===== config.mk =====
export PLATFORM = sky130hd
export DESIGN_NAME = mem_port_arbiter
export DESIGN_NICKNAME = d
export VERILOG_FILES = /design/src/rtl/mem_arb_pkg.sv /design/src/rtl/arb_wait_counter.sv /design/src/rtl/mem_port_arbiter.sv
export SDC_FILE = /design/constraint.sdc
export NUM_CORES = 1
export LEC_CHECK = 0
export ABC_AREA = 1
export BUFFER_PORTS_ARGS = -buffer_cell sky130_fd_sc_hd__buf_2
export CORE_AREA = 10 10 100 102
export CTS_BUF_LIST = sky130_fd_sc_hd__clkbuf_4
export DETAILED_ROUTE_END_ITERATION = 7
export DIE_AREA = 0 0 110 112
export PLACE_DENSITY = 0.62
export SETUP_SLACK_MARGIN = 0.1
export SLEW_MARGIN = 5
export SYNTH_ARGS = -nofsm -noshare
export SYNTH_HDL_FRONTEND = slang
export SYNTH_HIERARCHICAL = 1
export SYNTH_SLANG_ARGS = --single-unit

===== constraint.sdc =====
create_clock -name CLK -period 2 [get_ports CLK]
set_clock_uncertainty 0.1 [all_clocks]
set_input_delay 0.4 -clock CLK [delete_from_list [all_inputs] [get_ports CLK]]
set_output_delay 0.4 -clock CLK [all_outputs]
set_load 0.02 [all_outputs]

===== src/rtl/mem_arb_pkg.sv =====
// Shared types and defaults for the memory port arbiter slice.
package mem_arb_pkg;

    localparam int MAX_WAIT_DEFAULT = 4;

    typedef enum logic [1:0] {
        ST_RUN,
        ST_DRAIN,
        ST_HALTED
    } arb_state_t;

    typedef enum logic [1:0] {
        P_IF,
        P_D,
        P_DBG
    } port_id_t;

endpackage


===== src/rtl/arb_wait_counter.sv =====
// Saturating fetch-starvation counter: counts RUN cycles in which fetch asks but loses,
// and flags expiry so fetch can pre-empt the data port.
module arb_wait_counter #(
    parameter int MAX_WAIT = 4
) (
    input  logic CLK,
    input  logic RSTn,
    input  logic run,
    input  logic if_req,
    input  logic if_gnt,
    output logic expired
);

    localparam int CW = $clog2(MAX_WAIT + 1);
    localparam logic [CW-1:0] CNT_MAX = CW'(MAX_WAIT);

    logic [CW-1:0] wait_cnt;

    // Outside RUN the count is frozen so a halt does not forgive or punish fetch.
    always_ff @(posedge CLK or negedge RSTn) begin
        if (!RSTn) begin
            wait_cnt <= '0;
        end else if (run) begin
            if (!if_req || if_gnt) begin
                wait_cnt <= '0;
            end else if (wait_cnt != CNT_MAX) begin
                wait_cnt <= wait_cnt + 1'b1;
            end
        end
    end

    assign expired = (wait_cnt == CNT_MAX);

endmodule


===== src/rtl/mem_port_arbiter.sv =====
// Single-port RAM arbiter for fetch, data and debug ports, with bounded fetch starvation
// and a halt/drain handshake that hands the RAM exclusively to debug.
module mem_port_arbiter
    import mem_arb_pkg::*;
#(
    parameter int AW       = 10,
    parameter int DW       = 32,
    parameter int MAX_WAIT = MAX_WAIT_DEFAULT
) (
    input  logic          CLK,
    input  logic          RSTn,
    input  logic          if_req,
    input  logic [AW-1:0] if_addr,
    output logic          if_gnt,
    output logic          if_rvalid,
    output logic [DW-1:0] if_rdata,
    input  logic          d_req,
    input  logic          d_we,
    input  logic [AW-1:0] d_addr,
    input  logic [DW-1:0] d_wdata,
    output logic          d_gnt,
    output logic          d_rvalid,
    output logic [DW-1:0] d_rdata,
    input  logic          dbg_halt,
    output logic          dbg_halted,
    input  logic          dbg_req,
    input  logic          dbg_we,
    input  logic [AW-1:0] dbg_addr,
    input  logic [DW-1:0] dbg_wdata,
    output logic          dbg_gnt,
    output logic          dbg_rvalid,
    output logic [DW-1:0] dbg_rdata,
    output logic          mem_en,
    output logic          mem_we,
    output logic [AW-1:0] mem_addr,
    output logic [DW-1:0] mem_wdata,
    input  logic [DW-1:0] mem_rdata
);

    arb_state_t state, next_state;
    logic       wait_expired;
    logic       read_gnt;
    port_id_t   read_port;
    logic       tag_valid;
    port_id_t   tag_port;

    arb_wait_counter #(
        .MAX_WAIT (MAX_WAIT)
    ) u_wait_counter (
        .CLK     (CLK),
        .RSTn    (RSTn),
        .run     (state == ST_RUN),
        .if_req  (if_req),
        .if_gnt  (if_gnt),
        .expired (wait_expired)
    );

    always_ff @(posedge CLK or negedge RSTn) begin
        if (!RSTn) begin
            state <= ST_RUN;
        end else begin
            state <= next_state;
        end
    end

    // Halt request in RUN suppresses core grants at once; DRAIN lets the last core read return.
    always_comb begin
        next_state = state;
        if_gnt     = 1'b0;
        d_gnt      = 1'b0;
        dbg_gnt    = 1'b0;
        case (state)
            ST_RUN: begin
                if (dbg_halt) begin
                    next_state = ST_DRAIN;
                end else if (if_req && (wait_expired || !d_req)) begin
                    if_gnt = 1'b1;
                end else if (d_req) begin
                    d_gnt = 1'b1;
                end
            end
            ST_DRAIN: begin
                next_state = dbg_halt ? ST_HALTED : ST_RUN;
            end
            ST_HALTED: begin
                dbg_gnt = dbg_req;
                if (!dbg_halt) begin
                    next_state = ST_RUN;
                end
            end
            default: begin
                next_state = ST_RUN;
            end
        endcase
    end

    always_comb begin
        mem_en    = 1'b0;
        mem_we    = 1'b0;
        mem_addr  = '0;
        mem_wdata = '0;
        read_gnt  = 1'b0;
        read_port = P_IF;
        if (if_gnt) begin
            mem_en    = 1'b1;
            mem_addr  = if_addr;
            read_gnt  = 1'b1;
            read_port = P_IF;
        end else if (d_gnt) begin
            mem_en    = 1'b1;
            mem_we    = d_we;
            mem_addr  = d_addr;
            mem_wdata = d_wdata;
            read_gnt  = !d_we;
            read_port = P_D;
        end else if (dbg_gnt) begin
            mem_en    = 1'b1;
            mem_we    = dbg_we;
            mem_addr  = dbg_addr;
            mem_wdata = dbg_wdata;
            read_gnt  = !dbg_we;
            read_port = P_DBG;
        end
    end

    // The tag remembers who owns the RAM output next cycle; it is rewritten every cycle.
    always_ff @(posedge CLK or negedge RSTn) begin
        if (!RSTn) begin
            tag_valid <= 1'b0;
            tag_port  <= P_IF;
        end else begin
            tag_valid <= read_gnt;
            tag_port  <= read_port;
        end
    end

    assign if_rvalid  = tag_valid && (tag_port == P_IF);
    assign d_rvalid   = tag_valid && (tag_port == P_D);
    assign dbg_rvalid = tag_valid && (tag_port == P_DBG);

    assign if_rdata   = if_rvalid  ? mem_rdata : '0;
    assign d_rdata    = d_rvalid   ? mem_rdata : '0;
    assign dbg_rdata  = dbg_rvalid ? mem_rdata : '0;

    assign dbg_halted = (state == ST_HALTED);

endmodule


==> key figures, run 1 <==
Worst setup path
  • Crit Reg-Reg Startpoint: u_wait_counter/wait_cnt[0]$_DFFE_PN0P_
  • Setup slack, reg-to-reg: 0.21 ns
  • CP bufs+invs: 5
  • Crit end category: output port
  • Worst Reg-to-Reg Cells: 15
  • Arrival time worst endpoint: 1.72 ns
  • CP top delay family: simple AND/OR/NAND/NOR gates
  • Critical-path top delay cell: dfrtp_1
  • Critical R2R Capture: u_wait_counter/wait_cnt[0]$_DFFE_PN0P_
  • Crit-path cells: inv_2 > ha_4 > nand2_4 > inv_2 > inv_2 > nand2_2 > nand2_4 > nand2_8 > clkinv_8 > nand2_2 > nand2_2 > buf_6
  • WP data required: 1.50 ns
  • CP Launch Type: register
  • Worst Path Max Fanout: 8
  • Worst path max stage delay: 0.38 ns
  • Critical path type: reg2out

Run
  • Max Cap Viol: 0

Placed design
  • HPWL Detailed: 9460 um
  • I/O Buffers: 280
  • GP Congestion: 0.851
  • Dpl cells: 737

Timing
  • Final hold violation count: 0
  • WHS: 0.290 ns
  • Fin crit share: 111%
  • Final setup margin: -0.223 ns
  • F_max: 0.450 GHz
  • Min Clock Period, post-route: 2.22 ns
  • Setup Viol. Count Final: 46
  • Worst slew pin tran: 0.199 ns
  • Slew Limit Fails: 0
  • Headroom to the max-slew limit: 86.7%
  • RSZ-0062 raised after global routing: true

Synth
  • Syn nets: 496
  • Sequential cell area fraction in the yosys report: 11.9%
  • Mapped Cells: 360
  • Post-synth EDFFs: 0
  • Synth top area share: 27.2%
  • FF+latch count, synth: 8
  • Synth Cell Area: 1690 um2
  • Top-count cell post-synth: nand2_1
  • Unique masters post-synth: 19
  • Synthesized area per cell: 4.69 um2
  • Top post-synthesis cells by area: nand2_1 27%, nor2_1 23%, dfrtp_1 12%, inv_1 11%, nand3_1 11%
  • Top_reg_cell synth: dfrtp_1
  • Commonest cells in the netlist: 122 x nand2_1, 104 x nor2_1, 51 x inv_1, 37 x nand3_1, 15 x buf_2
  • Yosys warning total: 6
  • Async SR Flop Fraction: 100%
  • Yosys top cell by area: nand2_1

Global route
  • Vias in the first global route: 3063
  • Pin count of the biggest net entering global routing: 46
  • GRT Util Overall: 16.0%
  • Total gr overflow: 0
  • Initial antenna violation count: 0
  • First-pass GRT wire length: 16200 um

Routing
  • Antenna-violating nets left: 0
  • WL/cell: 16.4 um
  • Via count: 3278
  • DRC viols: 0
  • Pre-antenna DRT Iters: 4
  • Detailed Route WL: 12300 um
  • Detail-routed via count per cell: 4.34
  • Starting DRT DRC Count: 186

Clocking
  • Worst-Skew Late Latency: 0.25 ns
  • Clock Pin Slew Worst Setup and Hold Paths: 0.05 ns
  • H-Tree Depth: 1
  • Number of buffers created by CTS: 3
  • CTS tree: built
  • Clock Sinks: 8
  • Root buf cell: clkbuf_4
  • Clk buf depth: 2

Outcome
  • Failing checks: setup timing
  • Status: finished, violations left

Floorplanning
  • # IOs: 281
  • Core Rows: 33
  • Die Area: 12300 um2
  • Effective utilization at floorplan: 20.9%
  • Core Area: 8050 um2
  • Die Height: 112 um
  • Chip width: 110 um

Layout
  • Post-route non-filler standard cell count: 755
  • Fin util: 50.3%
  • Layout fillers: 809
  • Multi-input gate area: 1470 um2
  • Storage cell area: 201 um2
  • Nets: 788
  • ANT cells: 0
  • P&R area growth vs syn: 140%
  • Layout cells sized above 1: 60.8%

Hold path
  • Hold endpoint: state[0]$_DFFE_PN0P_
  • HP Class: in2reg
  • Min-delay src: dbg_halt
  • Hold depth: 3

Pwr
  • Leakage: 2.82 nW
  • VDD IR max: 0.000202 V
  • PD cells: 344 nW/um2
## registers in the layout, summed over array words and instances, names as in the netlist
name and flops:
state 2, u_wait_counter/wait_cnt 3, tag_port 2, tag_valid 1
## final cells by class
type / instances / area share, %
Timing Repair Buffer: 304 / 48.1
Multi-Input combinational cell: 276 / 36.4
Inverter: 55 / 5.47
Sequential cell: 8 / 4.98
Tap cell: 105 / 3.25
Timing Repair inverter: 4 / 1.30
Clock buffer: 3 / 0.557
## report_power, final
part           total (mW)  leakage, nW  switching (mW)  internal (mW)
combinational        1.06         2.70           0.596          0.464
clock               0.118       0.0138          0.0499         0.0683
sequential          0.215        0.105          0.0250          0.190
## how the worst max path moves through the flow
stage                                                 startpoint            end  slack, ns  cells past startpoint
final                     u_wait_counter/wait_cnt[0]$_DFFE_PN0P_  mem_wdata[15]      -0.22                     12
after global routing      u_wait_counter/wait_cnt[0]$_DFFE_PN0P_  mem_wdata[19]      -0.34                     12
after CTS                 u_wait_counter/wait_cnt[0]$_DFFE_PN0P_         mem_we      -0.21                     13
after detailed placement  u_wait_counter/wait_cnt[0]$_DFFE_PN0P_         mem_en      -0.07                     11
after global placement    u_wait_counter/wait_cnt[0]$_DFFE_PN0P_         mem_en      -0.05                     11
after floorplan           u_wait_counter/wait_cnt[0]$_DFFE_PN0P_  mem_wdata[10]       0.10                     12
## metrics by stage
step	area, um2	total power [mW]	TNS, ns	setup WS (ns)
6_report	4050	1.39	-7.54	-0.223
2_1_floorplan	1760	0.668	0	0.102
3_5_place_dp	3270	1.02	-1.31	-0.0732
5_1_grt	4050	1.50	-12.49	-0.340
3_3_place_gp	3270	1.01	-0.535	-0.0451
4_1_cts	3600	1.27	-8.34	-0.215
## kinds of logic (layout without fill, tap and decap cells)
| group | count (synthesis) | in the layout | share of synthesized area [%] |
|---|---|---|---|
| AND/OR/NAND/NOR | 272 | 272 | 65.3 |
| adder cells (fa/ha/maj) | 2 | 2 | 1.48 |
| flip-flops | 8 | 8 | 11.9 |
| AO/OA/AOI/OAI | 2 | 2 | 0.816 |
| buffers and inverters | 76 | 366 | 20.5 |
## cells in the final DEF (no fill, tap or decap)
cell	count
nor2_4	1
clkbuf_16	4
inv_8	1
o21ai_0	1
inv_2	9
buf_4	49
ha_4	1
buf_6	25
inv_4	1
nand3_1	24
nand3_4	3
clkinv_8	3
clkbuf_4	3
nor2_2	8
dfrtp_2	1
and3_1	1
buf_2	221
dlygate4sd3_1	1
nand2_1	77
inv_6	1
and3_4	1
buf_12	4
nand2_4	17
nand2_8	1
o21ai_2	1
nor2_1	96
dfrtp_1	7
ha_1	1
nand2_2	30
nand4_1	2
inv_1	44
nand3b_1	1
nand3_2	10
## per-layer routing
layer  global-route usage [%]  vias to the layer above  wire length [um]
li1                         -                     1646                 -
met1                     15.9                     1441              4100
met2                     31.4                      175              6680
met3                     5.25                       16              1410
met4                     2.00                        0               152
met5                        0                        -                 0
## repair_timing
action	CTS	global route
pin swaps	4	7
gates cloned	3	5
resized for setup	76	103
setup buffers	3	3
setup endpoints to repair	49	105
hold endpoints to repair	8	0
hold buffers	1	0
## worst reg2reg max path, stage by stage (launching register included)
cell,delay (ns)
dfrtp_1,0.38
inv_2,0.08
ha_4,0.14
nand2_4,0.05
inv_2,0.05
inv_2,0.03
nand2_2,0.06
nand2_4,0.09
inv_4,0.12
nand2_1,0.11
inv_1,0.08
inv_1,0.05
nand2_1,0.11
inv_1,0.08
nand4_1,0.08
nand2_1,0.06
Note: power is estimated with default switching activity, not from simulation.
==> inputs of run 2 (changes only) <==
Settings changed: SYNTH_HIERARCHICAL 1 to not set.
==> key figures, run 2 <==
Clocking
  • Worst-Skew Late Latency: 0.25 ns (about the same)
  • Clk buf depth: 2 (unchanged)
  • Clock Sinks: 8 (unchanged)
  • CTS tree: built (unchanged)
  • Root buf cell: clkbuf_4 (unchanged)
  • Number of buffers created by CTS: 3 (unchanged)
  • H-Tree Depth: 1 (unchanged)
  • Clock Pin Slew Worst Setup and Hold Paths: 0.05 ns (about the same)

Layout
  • Max reg flops: 3 (unchanged)
  • Fin util: 67.3% (was 50.3%)
  • Largest regs: u_wait_counter.wait_cnt: 3 flops, state: 2 flops, tag_port: 2 flops (was u_wait_counter/wait_cnt: 3 flops, state: 2 flops, tag_port: 2 flops)
  • Most common cell after layout, fill and taps aside: buf_6 (was buf_2)
  • Layout cells sized above 1: 73.7% (was 60.8%)
  • P&R area growth vs syn: 218% (was 140%)
  • Layout fillers: 617 (was 809)
  • Most frequent cells in the layout: 146 x buf_6, 137 x buf_2, 108 x nand2_1 (was 221 x buf_2, 96 x nor2_1, 77 x nand2_1)
  • Nets: 788 (unchanged)
  • Biggest register: u_wait_counter.wait_cnt (was u_wait_counter/wait_cnt)

Synth
  • Synthesized area per cell: 4.92 um2 (was 4.69 um2)
  • Syn nets: 482 (was 496)
  • Yosys top cell by area: nand2_1 (unchanged)
  • Yosys warning total: 0 (was 6)
  • Post-synth EDFFs: 0 (unchanged)
  • Synth top area share: 30.0% (was 27.2%)
  • Top_reg_cell synth: dfrtp_1 (unchanged)
  • Top-count cell post-synth: nand2_1 (unchanged)
  • FF+latch count, synth: 8 (unchanged)
  • Commonest cells in the netlist: 136 x nand2_1, 100 x nor2_1, 44 x inv_1, 11 x buf_6, 8 x dfrtp_1 (was 122 x nand2_1, 104 x nor2_1, 51 x inv_1, 37 x nand3_1, 15 x buf_2)
  • Synth Cell Area: 1700 um2 (was 1690 um2)
  • Top post-synthesis cells by area: nand2_1 30%, nor2_1 22%, dfrtp_1 12%, inv_1 9.7%, buf_6 7.3% (was nand2_1 27%, nor2_1 23%, dfrtp_1 12%, inv_1 11%, nand3_1 11%)
  • Mapped Cells: 346 (was 360)
  • Unique masters post-synth: 20 (was 19)
  • Async SR Flop Fraction: 100% (unchanged)
  • Sequential cell area fraction in the yosys report: 11.8% (was 11.9%)

Worst setup path
  • Critical path type: reg2out (unchanged)
  • Worst Path Max Fanout: 7 (was 8)
  • Crit end category: output port (unchanged)
  • Critical R2R Capture: tag_valid$_DFF_PN0_ (was u_wait_counter/wait_cnt[0]$_DFFE_PN0P_)
  • Critical path startpoint: u_wait_counter.wait_cnt[0]$_DFFE_PN0P_ (was u_wait_counter/wait_cnt[0]$_DFFE_PN0P_)
  • Worst Reg-to-Reg Cells: 9 (was 15)
  • Arrival time worst endpoint: 1.67 ns (was 1.72 ns)
  • CP Launch Type: register (unchanged)
  • WP data required: 1.50 ns (about the same)
  • Setup slack, reg-to-reg: 0.40 ns (was 0.21 ns)
  • Crit Reg-Reg Startpoint: u_wait_counter.wait_cnt[0]$_DFFE_PN0P_ (was u_wait_counter/wait_cnt[0]$_DFFE_PN0P_)

Pwr
  • Sw power: 773 uW (was 671 uW)
  • Overall Power: 1.60 mW (was 1.39 mW)
  • PD cells: 294 nW/um2 (was 344 nW/um2)
  • Sw Share: 48.4% (was 48.2%)
  • Seq pwr share: 13.1% (was 15.4%)
  • VDD IR max: 0.000187 V (was 0.000202 V)
  • Clk pwr share: 7.7% (was 8.5%)
  • Int Pwr: 822 uW (was 722 uW)
  • Combinational share of power: 79.2% (was 76.1%)
  • Leakage: 2.81 nW (was 2.82 nW)

Timing
  • Final setup margin: -0.171 ns (was -0.223 ns)
  • WHS: 0.273 ns (was 0.290 ns)
  • Final hold violation count: 0 (unchanged)
  • F_max: 0.461 GHz (was 0.450 GHz)
  • RSZ-0062 raised after global routing: true (unchanged)
  • Min Clock Period, post-route: 2.17 ns (was 2.22 ns)
  • Fin crit share: 109% (was 111%)
  • Headroom to the max-slew limit: 78.1% (was 86.7%)
  • Slew Limit Fails: 0 (unchanged)
  • Worst slew pin tran: 0.328 ns (was 0.199 ns)
  • Setup Viol. Count Final: 65 (was 46)

Hold path
  • HP Class: in2reg (unchanged)
  • Hold depth: 2 (was 3)
  • Min-delay src: dbg_we (was dbg_halt)
  • Hold endpoint: tag_valid$_DFF_PN0_ (was state[0]$_DFFE_PN0P_)

Routing
  • Detailed Route WL: 15300 um (was 12300 um)
  • Via count: 3497 (was 3278)
  • Detail-routed via count per cell: 4.60 (was 4.34)
  • WL/cell: 20.1 um (was 16.4 um)
  • Pre-antenna DRT Iters: 5 (was 4)
  • Antenna-violating nets left: 0 (unchanged)
  • DRC viols: 0 (unchanged)
  • Starting DRT DRC Count: 196 (was 186)

Run
  • Max Cap Viol: 0 (unchanged)

Placed design
  • GP Congestion: 0.946 (was 0.851)
  • I/O Buffers: 280 (unchanged)
  • Placement Setup Slack: 0.0364 ns (was -0.0732 ns)
  • HPWL Detailed: 9350 um (was 9460 um)

Global route
  • Initial antenna violation count: 5 (was 0)
  • Pin count of the biggest net entering global routing: 23 (was 46)
  • GRT Util Overall: 18.9% (was 16.0%)
  • Total gr overflow: 0 (unchanged)
  • Vias in the first global route: 3580 (was 3063)
  • First-pass GRT wire length: 19000 um (was 16200 um)

Floorplanning
  • Die Area: 12300 um2 (unchanged)
  • Effective utilization at floorplan: 21.1% (was 20.9%)
  • Die Height: 112 um (unchanged)
  • # IOs: 281 (unchanged)
  • Core Area: 8050 um2 (unchanged)
  • Core Rows: 33 (unchanged)
  • Chip width: 110 um (unchanged)

Outcome
  • Status: finished, violations left (unchanged)
  • Failing checks: setup timing (unchanged)
## run 2: kinds of logic after synthesis
logic type	Yosys count	synth area share, %
flops	8	11.8
buf+inv	69	20.7
xor+xnor	1	0.515
fa+ha+maj	2	1.47
compound gates	5	1.47
simple gates	261	64.0
## run 2: through the flow
| step | setup TNS, ns | std cells | instance area [um2] |
|---|---|---|---|
| floorplan | 0 | 346 | 1700 |
| global placement | 0 | 722 | 3170 |
| detailed placement | 0 | 722 | 3170 |
| CTS | -5.53 | 741 | 4270 |
| global route | -15.70 | 760 | 5420 |
| finish | -5.94 | 760 | 5420 |
## run 2: per-layer routing
metal	track usage (%)	wire length, um	share of wire (%)
met2	36.1	8020	52
met1	18.4	4960	32
met5	0	0	0
met4	5.47	593	3.9
met3	6.17	1710	11
## run 2: timing repair
item / 4_1_cts / 5_1_grt
pin swaps: 28 / 9
gates cloned: 7 / 7
endpoints found under the setup margin: 143 / 143
resized for setup: 292 / 265
endpoints found under the hold margin: 8 / 0
hold buffers: 1 / 0
buffers inserted: 8 / 7
## run 2: area by class of cell
type                            instances  area, um2  area share, %
Antenna cell                            5       12.5          0.231
Clock buffer                            3       22.5          0.416
Inverter                               51        239           4.41
Multi-Input combinational cell        269       1990           36.7
Sequential cell                         8        201           3.72
Tap cell                              105        131           2.42
Timing Repair Buffer                  312       2730           50.3
Timing Repair inverter                  7       97.6           1.80
## run 2: power by group through the flow
stage               logic (mW)  clock network [mW]  registers (mW)
global placement         0.741                   0           0.207
floorplan                0.426                   0           0.205
detailed placement       0.753                   0           0.207
finish                    1.26               0.124           0.208
global route              1.34               0.141           0.212
CTS                       1.02               0.130           0.207
## run 2: worst max-delay path by stage
| stage | to | slack (ns) | cells past startpoint |
|---|---|---|---|
| global route | mem_wdata[29] | -0.27 | 11 |
| global placement | mem_addr[2] | 0.08 | 11 |
| floorplan | if_rdata[10] | 0.10 | 4 |
| detailed placement | mem_wdata[18] | 0.04 | 11 |
| CTS | mem_wdata[11] | -0.14 | 11 |
| finish | mem_wdata[17] | -0.17 | 11 |
## run 2: critical path, cell delays in order (launching register included)
cell       delay [ns]
dfrtp_1          0.38
inv_2            0.07
ha_4             0.16
nand2_4          0.07
nand2_4          0.06
nand2_4          0.06
nand3_4          0.09
inv_8            0.13
clkbuf_16        0.15
nand2_1          0.06
nand2_1          0.08
buf_6            0.12
==> inputs of run 3 (changes only) <==
Settings changed: CELL_PAD_IN_SITES_DETAIL_PLACEMENT set to 2, CELL_PAD_IN_SITES_GLOBAL_PLACEMENT set to 2, CORE_AREA 10 10 100 102 to not set, CORE_MARGIN set to 10, CORE_UTILIZATION set to 10, CTS_BUF_LIST sky130_fd_sc_hd__clkbuf_4 to not set, DIE_AREA 0 0 110 112 to not set, PLACE_DENSITY 0.62 to 0.8.
==> key figures, run 3 (synthesis gave the netlist of run 2 again) <==
Layout
  • ANT cells: 0 (was 5)
  • Most frequent cells in the layout: 140 x buf_6, 135 x buf_2, 78 x nor2_4 (was 146 x buf_6, 137 x buf_2, 108 x nand2_1)
  • Most common cell after layout, fill and taps aside: buf_6 (unchanged)
  • Largest regs: u_wait_counter.wait_cnt: 3 flops, state: 2 flops, tag_port: 2 flops (unchanged)
  • Nets: 810 (was 788)
  • Max reg flops: 3 (unchanged)
  • Layout cells sized above 1: 79.5% (was 73.7%)
  • P&R area growth vs syn: 251% (was 218%)
  • Biggest register: u_wait_counter.wait_cnt (unchanged)
  • Fin util: 35.9% (was 67.3%)
  • Design Area, Final: 5970 um2 (was 5420 um2)

Placed design
  • GP Congestion: 0.807 (was 0.946)
  • I/O Buffers: 280 (unchanged)
  • Placed instance area: 3400 um2 (was 3170 um2)
  • Placement Setup Slack: -0.0311 ns (was 0.0364 ns)
  • HPWL Detailed: 12200 um (was 9350 um)

Timing
  • Final setup margin: -0.230 ns (was -0.171 ns)
  • RSZ-0062 raised after global routing: true (unchanged)
  • F_max: 0.448 GHz (was 0.461 GHz)
  • Slew Limit Fails: 0 (unchanged)
  • Min Clock Period, post-route: 2.23 ns (was 2.17 ns)
  • Headroom to the max-slew limit: 74.6% (was 78.1%)
  • Fin crit share: 112% (was 109%)
  • Worst slew pin tran: 0.381 ns (was 0.328 ns)
  • Setup TNS: -13.05 ns (was -5.94 ns)
  • Setup Viol. Count Final: 139 (was 65)
  • Final hold violation count: 0 (unchanged)

Clocking
  • CTS tree: built (unchanged)
  • Clock Pin Slew Worst Setup and Hold Paths: 0.04 ns (was 0.05 ns)
  • Root buf cell: clkbuf_16 (was clkbuf_4)
  • Worst-Skew Late Latency: 0.23 ns (was 0.25 ns)
  • Clk buf depth: 2 (unchanged)
  • Clock Sinks: 8 (unchanged)
  • Number of buffers created by CTS: 3 (unchanged)
  • H-Tree Depth: 1 (unchanged)

Outcome
  • Status: finished, violations left (unchanged)
  • Failing checks: setup timing (unchanged)

Routing
  • WL/cell: 21.0 um (was 20.1 um)
  • Detailed Route WL: 18700 um (was 15300 um)
  • Antenna-violating nets left: 0 (unchanged)
  • Via count: 3584 (was 3497)
  • Starting DRT DRC Count: 50 (was 196)
  • Detail-routed via count per cell: 4.02 (was 4.60)
  • DRC viols: 0 (unchanged)
  • Pre-antenna DRT Iters: 5 (unchanged)

Global route
  • First-pass GRT wire length: 25200 um (was 19000 um)
  • Vias in the first global route: 4233 (was 3580)
  • Initial antenna violation count: 0 (was 5)
  • Pin count of the biggest net entering global routing: 23 (unchanged)
  • Total gr overflow: 0 (unchanged)
  • GRT Util Overall: 14.3% (was 18.9%)

Pwr
  • Sw Share: 44.1% (was 48.4%)
  • Clk pwr share: 16.9% (was 7.7%)
  • Combinational share of power: 72.5% (was 79.2%)
  • PD cells: 332 nW/um2 (was 294 nW/um2)
  • Sw power: 874 uW (was 773 uW)
  • Int Pwr: 1.11 mW (was 822 uW)
  • VDD IR max: 0.000198 V (was 0.000187 V)
  • Leakage: 3.17 nW (was 2.81 nW)
  • Overall Power: 1.98 mW (was 1.60 mW)
  • Seq pwr share: 10.6% (was 13.1%)

Floorplanning
  • Core Area: 16600 um2 (was 8050 um2)
  • Die Area: 22600 um2 (was 12300 um2)
  • # IOs: 281 (unchanged)
  • Effective utilization at floorplan: 10.2% (was 21.1%)
  • Core Rows: 47 (was 33)
  • Chip width: 150 um (was 110 um)
  • Die Height: 150 um (was 112 um)

Run
  • Max Cap Viol: 0 (unchanged)

Worst setup path
  • WP data required: 1.50 ns (about the same)
  • Arrival time worst endpoint: 1.73 ns (was 1.67 ns)
  • Crit end category: output port (unchanged)
  • Worst Path Max Fanout: 7 (unchanged)
  • CP Launch Type: register (unchanged)
  • Setup slack, reg-to-reg: 0.36 ns (was 0.40 ns)
  • Critical path type: reg2out (unchanged)

Hold path
  • HP Class: in2reg (unchanged)
==> run 3: cell count changes in the layout (fill, tap and decap cells not counted), moves of 4 or more <==
cell	change
nor2_4	-17
buf_6	-6
buf_12	+10
buf_4	+21
inv_8	-4
buf_8	+4
nor2_1	+17
nand2_4	+21
diode_2	-5
nand2_2	+24
nand2_1	-45
==> run 3: cell type report <==
cell class / count / area (um2)
Fill cell: 1890 / 10700
Timing Repair Buffer: 340 / 3100
Multi-Input combinational cell: 269 / 2090
Tap cell: 220 / 275
Inverter: 51 / 224
Sequential cell: 8 / 203
Clock buffer: 3 / 75.1
Timing Repair inverter: 1 / 7.51
==> run 3: metrics by stage <==
| step | std cells | hold WS, ns |
|---|---|---|
| floorplan | 346 | 0.00441 |
| global placement | 846 | 0.155 |
| detailed placement | 846 | 0.163 |
| CTS | 883 | 0.325 |
| global route | 892 | 0.331 |
| finish | 892 | 0.324 |
==> run 3: power groups by stage <==
stage          Clock (mW)  Sequential (mW)  Combinational, mW
2_1_floorplan           0            0.205              0.426
3_3_place_gp            0            0.207              0.779
3_5_place_dp            0            0.208              0.806
4_1_cts             0.343            0.210               1.28
5_1_grt             0.353            0.215               1.54
6_report            0.334            0.211               1.44
==> run 3: layer usage <==
layer / wire, um / part of all wire (%) / track usage (%) / vias to the layer above
met5: 0 / 0 / 0 / -
met4: 379 / 2.0 / 2.43 / 0
met3: 1870 / 10 / 4.86 / 22
met2: 10400 / 55 / 28.6 / 194
met1: 6120 / 33 / 13.7 / 1708
li1: - / - / - / 1660
==> run 3: worst paths after layout <==
kind,from,endpoint,cells after the start
min in group asynchronous,RSTn,state[0]$_DFFE_PN0P_,2
worst min register to register,state[1]$_DFFE_PN0P_,state[0]$_DFFE_PN0P_,3
max in group asynchronous,RSTn,tag_port[0]$_DFF_PN0_,2
worst min-delay path,dbg_halt,state[0]$_DFFE_PN0P_,3
worst max-delay path,u_wait_counter.wait_cnt[0]$_DFFE_PN0P_,mem_wdata[7],12
worst max register to register,u_wait_counter.wait_cnt[0]$_DFFE_PN0P_,u_wait_counter.wait_cnt[0]$_DFFE_PN0P_,10
==> run 3: timing repair <==
item                                    CTS  global route
pin swaps                                14            15
gates cloned                              8             3
hold endpoints to repair                  8             0
endpoints found under the setup margin  143           143
hold buffers                              1             0
gates resized for setup                 430           171
buffers inserted                         25             7
==> run 3: worst max-delay path, cell delays in order (launching register included) <==
cell and delay [ns]:
dfrtp_1 0.39, inv_2 0.09, ha_4 0.15, nand2_4 0.06
nand2_4 0.07, nand2_4 0.05, nand3_4 0.07, clkinv_4 0.08
buf_6 0.14, buf_16 0.15, nand2_2 0.07, nand2_2 0.06
buf_6 0.12
